$ cat src/rtl/ball_motion_pkg.sv
// ball_motion_pkg: shared constants and state encoding for the ball_motion slice
// Exports the default coordinate width, the display colour width and the game FSM state type.
package ball_motion_pkg;
  localparam int POSITION_WIDTH_DEF = 11;
  localparam int COLOUR_WIDTH = 4;
  typedef enum logic [1:0] {SERVE = 2'd0, PLAY = 2'd1, MISS = 2'd2} state_t;
endpackage

$ cat src/rtl/ball_motion_frame_tick.sv
// frame_tick: one-cycle pulse on each rising edge of vertical_sync
// Ports: pixel_clock, rst_n (async active-low), vertical_sync in; tick out.
module frame_tick (
  input  logic pixel_clock,
  input  logic rst_n,
  input  logic vertical_sync,
  output logic tick
);
  logic vs_q;
  logic primed;
  // primed masks the first sample after reset so a sync already high at release is not an edge
  always_ff @(posedge pixel_clock or negedge rst_n)
    if (!rst_n) begin
      vs_q <= 1'b0;
      primed <= 1'b0;
    end else begin
      vs_q <= vertical_sync;
      primed <= 1'b1;
    end
  assign tick = primed & vertical_sync & ~vs_q;
endmodule

$ cat src/rtl/ball_motion.sv
// ball_motion: pong ball kinematics with serve hold, wall/paddle bounces and a miss counter
// Inputs: pixel_clock, rst_n (async active-low), vertical_sync, run, paddle_x/paddle_y (paddle top-left).
// Outputs (registered): ball_x/ball_y (centre), serving, hit/miss (one-cycle pulses), score (saturating).
module ball_motion
  import ball_motion_pkg::*;
#(
  parameter int POSITION_WIDTH = POSITION_WIDTH_DEF,
  parameter int X_MIN = 50,
  parameter int X_MAX = 1230,
  parameter int Y_MIN = 50,
  parameter int Y_MAX = 750,
  parameter int RADIUS = 10,
  parameter int SPEED_X = 4,
  parameter int SPEED_Y = 3,
  parameter int START_X = 640,
  parameter int START_Y = 400,
  parameter int PADDLE_WIDTH = 20,
  parameter int PADDLE_LENGTH = 200,
  parameter int SERVE_FRAMES = 60,
  parameter int SCORE_WIDTH = 8
) (
  input  logic                      pixel_clock,
  input  logic                      rst_n,
  input  logic                      vertical_sync,
  input  logic                      run,
  input  logic [POSITION_WIDTH-1:0] paddle_x,
  input  logic [POSITION_WIDTH-1:0] paddle_y,
  output logic [POSITION_WIDTH-1:0] ball_x,
  output logic [POSITION_WIDTH-1:0] ball_y,
  output logic                      serving,
  output logic                      hit,
  output logic                      miss,
  output logic [SCORE_WIDTH-1:0]    score
);
  localparam int W1 = POSITION_WIDTH + 1;
  localparam int CW = $clog2(SERVE_FRAMES + 1);
  localparam logic [W1-1:0] XLO = W1'(X_MIN + RADIUS);
  localparam logic [W1-1:0] XHI = W1'(X_MAX - RADIUS);
  localparam logic [W1-1:0] YLO = W1'(Y_MIN + RADIUS);
  localparam logic [W1-1:0] YHI = W1'(Y_MAX - RADIUS);
  if (X_MIN + RADIUS <= SPEED_X || Y_MIN + RADIUS <= SPEED_Y ||
      START_X < X_MIN + RADIUS || START_X > X_MAX - RADIUS ||
      START_Y < Y_MIN + RADIUS || START_Y > Y_MAX - RADIUS) begin : g_illegal
    $error("ball_motion: illegal bound/speed/start parameters");
  end
  state_t state, state_n;
  logic [CW-1:0] cnt, cnt_n;
  logic [POSITION_WIDTH-1:0] x_n, y_n;
  logic [SCORE_WIDTH-1:0] score_n;
  logic [W1-1:0] nx, ny, pedge;
  logic tick, dir_x, dir_y, serve_dy, dx_n, dy_n, sdy_n, hit_n, miss_n, pad;
  frame_tick u_frame_tick (
    .pixel_clock(pixel_clock),
    .rst_n(rst_n),
    .vertical_sync(vertical_sync),
    .tick(tick)
  );
  // widened arithmetic keeps the wall/paddle compares free of wrap-around
  assign nx = dir_x ? {1'b0, ball_x} + W1'(SPEED_X) : {1'b0, ball_x} - W1'(SPEED_X);
  assign ny = dir_y ? {1'b0, ball_y} + W1'(SPEED_Y) : {1'b0, ball_y} - W1'(SPEED_Y);
  assign pedge = {1'b0, paddle_x} + W1'(PADDLE_WIDTH);
  // ball's left edge crosses the paddle face this frame while overlapping it vertically
  assign pad = !dir_x && {1'b0, ball_x} - W1'(RADIUS) >= pedge && nx - W1'(RADIUS) <= pedge &&
               {1'b0, ball_y} + W1'(RADIUS) >= {1'b0, paddle_y} &&
               {1'b0, ball_y} - W1'(RADIUS) <= {1'b0, paddle_y} + W1'(PADDLE_LENGTH);
  always_comb begin
    state_n = state;
    cnt_n = cnt;
    x_n = ball_x;
    y_n = ball_y;
    dx_n = dir_x;
    dy_n = dir_y;
    sdy_n = serve_dy;
    score_n = score;
    hit_n = 1'b0;
    miss_n = 1'b0;
    if (run) begin
      if (state == MISS) begin
        state_n = SERVE;
        miss_n = 1'b1;
        score_n = &score ? score : score + 1'b1;
        x_n = POSITION_WIDTH'(START_X);
        y_n = POSITION_WIDTH'(START_Y);
        dx_n = 1'b1;
        sdy_n = ~serve_dy;
        dy_n = ~serve_dy;
      end else if (tick && state == SERVE) begin
        cnt_n = cnt == CW'(SERVE_FRAMES - 1) ? '0 : cnt + 1'b1;
        state_n = cnt == CW'(SERVE_FRAMES - 1) ? PLAY : SERVE;
      end else if (tick) begin
        if (ny <= YLO) begin
          y_n = POSITION_WIDTH'(Y_MIN + RADIUS);
          dy_n = 1'b1;
        end else if (ny >= YHI) begin
          y_n = POSITION_WIDTH'(Y_MAX - RADIUS);
          dy_n = 1'b0;
        end else
          y_n = ny[POSITION_WIDTH-1:0];
        if (dir_x && nx >= XHI) begin
          x_n = POSITION_WIDTH'(X_MAX - RADIUS);
          dx_n = 1'b0;
        end else if (pad) begin
          x_n = paddle_x + POSITION_WIDTH'(PADDLE_WIDTH + RADIUS);
          dx_n = 1'b1;
          hit_n = 1'b1;
        end else if (!dir_x && nx <= XLO)
          state_n = MISS;
        else
          x_n = nx[POSITION_WIDTH-1:0];
      end
    end
  end
  always_ff @(posedge pixel_clock or negedge rst_n)
    if (!rst_n) begin
      state <= SERVE;
      cnt <= '0;
      ball_x <= POSITION_WIDTH'(START_X);
      ball_y <= POSITION_WIDTH'(START_Y);
      dir_x <= 1'b1;
      dir_y <= 1'b1;
      serve_dy <= 1'b1;
      score <= '0;
      hit <= 1'b0;
      miss <= 1'b0;
      serving <= 1'b1;
    end else begin
      state <= state_n;
      cnt <= cnt_n;
      ball_x <= x_n;
      ball_y <= y_n;
      dir_x <= dx_n;
      dir_y <= dy_n;
      serve_dy <= sdy_n;
      score <= score_n;
      hit <= hit_n;
      miss <= miss_n;
      serving <= state_n == SERVE;
    end
endmodule

$ cat config.mk
export PLATFORM = sky130hd
export DESIGN_NAME = ball_motion
export DESIGN_NICKNAME = d
export VERILOG_FILES = /design/src/rtl/ball_motion_pkg.sv /design/src/rtl/ball_motion_frame_tick.sv /design/src/rtl/ball_motion.sv
export SDC_FILE = /design/constraint.sdc
export NUM_CORES = 1
export LEC_CHECK = 0
export CORE_ASPECT_RATIO = 0.7
export CORE_MARGIN = 5
export CORE_UTILIZATION = 54
export CTS_BUF_LIST = sky130_fd_sc_hd__clkbuf_2 sky130_fd_sc_hd__clkbuf_4 sky130_fd_sc_hd__clkbuf_8
export CTS_CLUSTER_SIZE = 25
export DETAILED_ROUTE_END_ITERATION = 8
export PLACE_DENSITY = 0.82
export SYNTH_ARGS = -nofsm -noshare
export SYNTH_HDL_FRONTEND = slang
export SYNTH_SLANG_ARGS = --single-unit
$ cat constraint.sdc
create_clock -name pixel_clock -period 4.4 [get_ports pixel_clock]
set_input_delay 0.66 -clock pixel_clock [delete_from_list [all_inputs] [get_ports pixel_clock]]
set_output_delay 0.66 -clock pixel_clock [all_outputs]
set_load 0.03 [all_outputs]
Yosys cells after proc, flatten, opt, wreduce, memory -nomap -nowiden
Cells that the tools add are included.
{"block": "word_totals", "ramBits": 0, "mem_count": 0, "elab_cells": 105, "romBits": 0, "latch_bits": 0, "inputBits": 26, "out_inout_bits": 33, "regBits": 46}
{"block": "classes", "muxes": 40, "eq_ne": 4, "div": 0, "bitwise": 6, "shifts": 0, "order_cmp": 8, "add_sub_neg": 13, "multipliers": 0, "n_reduce_logical": 21}
{"operator": "$mux W11", "count": 11}
{"operator": "$le A12 B12 Y1", "count": 2}
{"operator": "$le A12 B6 Y1 const B", "count": 2}
{"operator": "$mux W12", "count": 2}
{"operator": "$sub A11 B4 Y12 const B", "count": 2}
{"operator": "$mux W1", "count": 19}
{"operator": "$mux W2", "count": 7}
{"operator": "$add A11 B2 Y12 const B", "count": 1}
{"operator": "$add A11 B3 Y12 const B", "count": 1}
{"operator": "$add A11 B4 Y12 const B", "count": 1}
{"operator": "$add A11 B5 Y12 const B", "count": 1}
{"operator": "$add A11 B8 Y12 const B", "count": 1}
{"operator": "$ge A12 B10 Y1 const B", "count": 1}
{"operator": "$ge A12 B11 Y1", "count": 1}
{"operator": "$ge A12 B11 Y1 const B", "count": 1}
{"operator": "$ge A12 B12 Y1", "count": 1}
{"operator": "$reduce_and A4 Y1", "count": 3}
{"operator": "$sub A11 B2 Y12 const B", "count": 1}
{"operator": "$sub A11 B3 Y12 const B", "count": 1}
{"operator": "$sub A12 B4 Y12 const B", "count": 1}
{"operator": "$add A11 B5 Y11 const B", "count": 1}
{"operator": "$reduce_and A3 Y1", "count": 3}
{"operator": "$add A8 B1 Y8 const B", "count": 1}
{"operator": "$reduce_and A8 Y1", "count": 1}
{"operator": "other kinds (14)", "count": 26}

Longest topological paths before layout
{"block": "depth", "depth_word": 14, "ltp_mapped": 20, "ltp_nobuf": 18}

Modules after synthesis
A second synthesis with hierarchy kept.
{"block": "unflattened", "hier_cells": 601, "hier_area_um2": 5109.9}
{"module": "ball_motion", "cells_per_inst": 597, "seq_area_each_um2": 1112.3, "area_each_um2": 5047.3, "instances": 1}
{"module": "frame_tick", "cells_per_inst": 4, "seq_area_each_um2": 50.0, "area_each_um2": 62.6, "instances": 1}

Least setup slack after synthesis
No wires, ideal clock.
{"block": "synth_path", "kind": "register to register", "from": "register dir_x", "to": "register ball_x[7]", "arrival_time_ns": 4.715, "path_slack_ns": -0.397, "setup_ns": 0.082, "path_stages_with_launch": 19, "n_path_buf": 2, "synth_period_minus_slack_ns": 4.797, "cell_sequence": "dfstp_2 -> clkbuf_1 -> inv_1 -> ha_1 -> a211oi_2 -> o211ai_1 -> a211oi_4 -> or4b_2 -> xnor2_1 -> ha_1 -> and4_1 -> nand4_1 -> a21oi_1 -> a211oi_1 -> a21oi_1 -> nor2_1 -> buf_2 -> mux2_2 -> a22oi_1"}
{"block": "synth_between", "elab_chain_len": 11}
{"item": "start: declaration", "line": "ball_motion.sv:51", "text": "logic tick, dir_x, dir_y, serve_dy, dx_n, dy_n, sdy_n, hit_n, miss_n, pad;"}
{"item": "start signal: assignment", "line": "ball_motion.sv:131", "text": "dir_x <= dx_n;"}
{"item": "$mux W12", "line": "ball_motion.sv:59", "text": "assign nx = dir_x ? {1'b0, ball_x} + W1'(SPEED_X) : {1'b0, ball_x} - W1'(SPEED_X);"}
{"item": "$sub A12 B4 Y12", "line": "ball_motion.sv:63", "text": "assign pad = !dir_x && {1'b0, ball_x} - W1'(RADIUS) >= pedge && nx - W1'(RADIUS) <= pedge &&"}
{"item": "$le A12 B12 Y1", "line": "ball_motion.sv:63"}
{"item": "$logic_and A1 B1 Y1 (2 in series)", "line": "ball_motion.sv:63"}
{"item": "$logic_and A1 B1 Y1", "line": "ball_motion.sv:64", "text": "{1'b0, ball_y} + W1'(RADIUS) >= {1'b0, paddle_y} &&"}
{"item": "$mux W11", "line": "ball_motion.sv:102", "text": "end else if (pad) begin"}
{"item": "$mux W11", "line": "ball_motion.sv:99", "text": "if (dir_x && nx >= XHI) begin"}
{"item": "$mux W11", "line": "ball_motion.sv:90", "text": "end else if (tick) begin"}
{"item": "$mux W11", "line": "ball_motion.sv:87", "text": "end else if (tick && state == SERVE) begin"}
{"item": "$mux W11", "line": "ball_motion.sv:78", "text": "if (state == MISS) begin"}
{"item": "end signal: assignment", "line": "ball_motion.sv:117", "text": "ball_x <= POSITION_WIDTH'(START_X);"}
{"item": "end signal: assignment", "line": "ball_motion.sv:129", "text": "ball_x <= x_n;"}
{"item": "end: declaration", "line": "ball_motion.sv:28", "text": "output logic [POSITION_WIDTH-1:0] ball_x,"}
Parallel ways exist; a longest one is shown, timed or not. The select of a mux whose other input is x is not followed.
A chain may end at the register's enable or synchronous reset.

Final worst setup path
{"block": "layout_path", "from": "register dir_x", "to": "register state[0]"}
{"block": "layout_between", "elab_chain_len": 12}
{"item": "$mux W12", "line": "ball_motion.sv:59"}
{"item": "$sub A12 B4 Y12", "line": "ball_motion.sv:63"}
{"item": "$le A12 B12 Y1", "line": "ball_motion.sv:63"}
{"item": "$logic_and A1 B1 Y1 (2 in series)", "line": "ball_motion.sv:63"}
{"item": "$logic_and A1 B1 Y1", "line": "ball_motion.sv:64"}
{"item": "$mux W2", "line": "ball_motion.sv:102"}
{"item": "$mux W2 (*)", "line": "ball_motion.sv:99"}
{"item": "$mux W2 (*)", "line": "ball_motion.sv:90"}
{"item": "$mux W2 (*)", "line": "ball_motion.sv:87"}
{"item": "$mux W2 (*)", "line": "ball_motion.sv:78"}
{"item": "$mux W2 (*)", "line": "ball_motion.sv:77", "text": "if (run) begin"}
{"item": "via state_n[0]", "line": "ball_motion.sv:46", "text": "state_t state, state_n;"}
{"item": "end signal: assignment", "line": "ball_motion.sv:127", "text": "state <= state_n;"}
{"item": "end: declaration", "line": "ball_motion.sv:46"}
Mark *: on every way through the listed nets, which the timed path passes. The rest lies on a longest branch.

==> results.yml <==
outcome:
  status: "finished with violations"
  violations: "setup timing"
clocking:
  ctsHtreeMaxLevel: 2
  clkTransAtPathRegs_ns: 0.09
  cts_tree: "built"
  cts_sinks: 46
  cts_hold_buf: 0
  cts-root-buf: "clkbuf_8"
  cts_made_buffers: 5
  clock_latency_ns: 0.30
  cts_max_path_buffers: 2
routing:
  vias: 5154
  routed_via_density: 6.04
  postRouteAntennaNets: 0
  firstDrtPassIters: 5
  drt_iter0_markers: 465
  wl_per_cell_um: 18.2
  routed_wirelength_um: 15500
  drc: 0
timing:
  max-slew-margin-rel_pct: 47.2
  rsz0062_at_grt: "yes"
  final.setup_skew_ns: 0.00449
  setup_viol: 5
  tightest_slew_ns: 0.787
  fmax_mhz: 225
  slew_viol_final: 0
  final.period_utilization_pct: 101
  final_hold_viol_count: 0
  hold_ws_ns: 0.426
  final.setup.worst_slack_ns: -0.0355
  fin_crit_ns: 4.44
yosys:
  ys_warn_count: 0
  synthArstFlopShare_pct: 100
  syn_area_um2: 5140
  syn_nets: 717
  synth-seq-cells: 46
  synth_edf_count: 0
  synth_cell_types: 69
  syn_inst: 612
  seq_area_frac_synth_pct: 22.6
  synthFlopType: "dfrtp_1"
  syn_avg_cell_area_um2: 8.39
finish:
  final_nets: 833
  final_cell_area_um2: 6620
  area_growth_pct: 28.8
  layout-drive-gt1-share_pct: 17.7
  utilization_pct: 72.1
  antennaDiodeCount: 0
power:
  p_int_mw: 0.910
  switching_share_pct: 35.3
  clockPowerShare_pct: 22.8
  ir_worst_vdd_uv: 241
  power_frac_comb_pct: 42.6
  p_leak_nw: 2.98
  power.density_nw_per_um2: 212
  p_seq_share_pct: 34.6
  switching_power_mw: 0.496
die:
  die_h_um: 91.6
  die_w_um: 127
  io_pins: 59
  initial_utilization_pct: 55.9
  fp-row-count: 29
  die-area_um2: 11600
  core_area_um2: 9180
place:
  port_buffers: 58
  placed_area_um2: 6330
  gp_congestion: 0.998
  hpwl_um: 12100
critical_path:
  crit_path_max_fanout: 7
  reg2regPathDepth: 17
  critPathKind: "flip-flop to flip-flop"
  reg2reg_slack_ns: -0.04
  cp-start-kind: "flip-flop"
  r2r_end: "state[0]$_DFF_PN0_"
  crit_required_ns: 4.60
  cp.arrival_ns: 4.63
  critPathCaptureType: "flip-flop"
  r2r_start: "dir_x$_DFFE_PN1P_"
worst_hold_path:
  min_path_type: "input port to async pin"
grt:
  grt_antenna_before_repair: 0
  grt_max_degree: 47
  grt_use_total_pct: 26.6
  grt_first_pass_wirelength_um: 25500
  grt_pass1_vias: 5142
  grt_overflow: 0
job:
  max-cap-violations: 0
## worst max-delay path: stages (launching register included)
cell,delay [ns]
dfstp_2,0.59
inv_6,0.08
ha_4,0.23
o211ai_1,0.28
o211ai_1,0.24
a211oi_4,0.33
or4b_4,0.53
nor2_4,0.14
xnor2_2,0.08
ha_1,0.29
and4_4,0.23
nand4_1,0.13
a21oi_2,0.17
a211oi_2,0.05
a21oi_2,0.28
nor2_4,0.12
or3_1,0.38
a21o_1,0.19
## state kept, by name, summed over array words and instances, names as in the netlist
signal,count
dir_x,1
u_frame_tick.primed,1
ball_y,11
dir_y,1
u_frame_tick.vs_q,1
miss,1
ball_x,11
state,2
hit,1
score,8
cnt,6
serving,1
serve_dy,1
## per-layer routing
metal | vias up | track usage [%] | wire, um
met5 | - | 0 | 0
met4 | 0 | 5.00 | 132
met3 | 19 | 6.33 | 1400
met2 | 210 | 39.9 | 6730
met1 | 2465 | 39.1 | 7230
li1 | 2460 | - | -
## stage by stage
| step | total power [mW] | setup WS, ns | instances | setup TNS (ns) |
|---|---|---|---|---|
| floorplan | 0.808 | 0.00133 | 612 | 0 |
| global placement | 0.990 | -0.149 | 838 | -0.774 |
| detailed placement | 1.01 | -0.190 | 838 | -1.34 |
| CTS | 1.36 | 0.00772 | 850 | 0 |
| global route | 1.49 | -0.246 | 853 | -2.81 |
| finish | 1.41 | -0.0355 | 853 | -0.0952 |
## placed cells by master (no fill, tap or decap), types with 6 or more instances in the layout
cell type	instances
ha_1	72
buf_4	65
clkdlybuf4s50_1	57
nand2_1	51
nor2_1	48
xnor2_1	45
inv_1	41
dfrtp_1	35
a21oi_1	34
o21ai_0	28
xor2_1	27
nor3_1	17
nand3_1	13
a21o_1	12
nand4_1	11
o211ai_1	10
dfstp_2	9
or3_1	8
o21a_1	8
a21oi_2	6
and3_1	6
## synthesized netlist by cell type, drive strengths merged, types with 10 or more instances
master	n	area share (%)
xor2	27	4.6
a21o	12	1.8
o211ai	10	1.5
nor3	18	1.8
ha	77	19
nand2	52	3.8
clkbuf	11	0.80
xnor2	48	8.3
nand3	13	1.3
a21oi	41	4.0
inv	42	3.1
nand4	11	1.3
o21ai	31	3.2
dfrtp	37	18
nor2	50	3.7
## power by group through the flow
stage	Clock (mW)	Sequential [mW]	Combinational, mW
after global placement	0	0.489	0.502
final	0.320	0.486	0.599
after floorplan	0	0.492	0.316
after CTS	0.325	0.485	0.547
after global routing	0.346	0.489	0.652
after detailed placement	0	0.492	0.522
## layout make-up
class / instances / area, um2
Timing Repair Buffer: 124 / 1080
Inverter: 42 / 163
Clock buffer: 5 / 68.8
Multi-Input combinational cell: 509 / 3940
Clock inverter: 3 / 43.8
Sequential cell: 46 / 1160
Fill cell: 686 / 2560
Tap cell: 124 / 155
## cell families (layout without fill, tap and decap cells)
group | after synthesis | count (layout) | synth area share (%)
XOR/XNOR | 75 | 75 | 12.9
multiplexers | 5 | 5 | 1.05
AO/OA/AOI/OAI | 161 | 161 | 21.7
flip-flops | 46 | 46 | 22.6
adder cells (fa/ha/maj) | 79 | 79 | 19.5
other | 1 | 1 | 0.0730
AND/OR/NAND/NOR | 188 | 188 | 17.8
buffers and inverters | 57 | 174 | 4.26
## timing repair
action,CTS,global route
setup endpoints to repair,13,15
buffers inserted,4,4
cloned,0,0
resized for setup,10,17
pin swaps,6,16
## worst max path at each step
stage,cells past startpoint,slack [ns],end,startpoint
final,17,-0.04,state[0]$_DFF_PN0_,dir_x$_DFFE_PN1P_
after detailed placement,16,-0.19,ball_x[3]$_DFFE_PN0P_,paddle_y[3]
after global routing,19,-0.25,ball_x[10]$_DFFE_PN0P_,dir_x$_DFFE_PN1P_
after floorplan,19,0.001,state[0]$_DFF_PN0_,dir_x$_DFFE_PN1P_
after CTS,19,0.008,ball_x[0]$_DFFE_PN0P_,dir_x$_DFFE_PN1P_
after global placement,16,-0.15,ball_x[8]$_DFFE_PN0P_,paddle_y[3]
(Power assumes the default switching activity.)
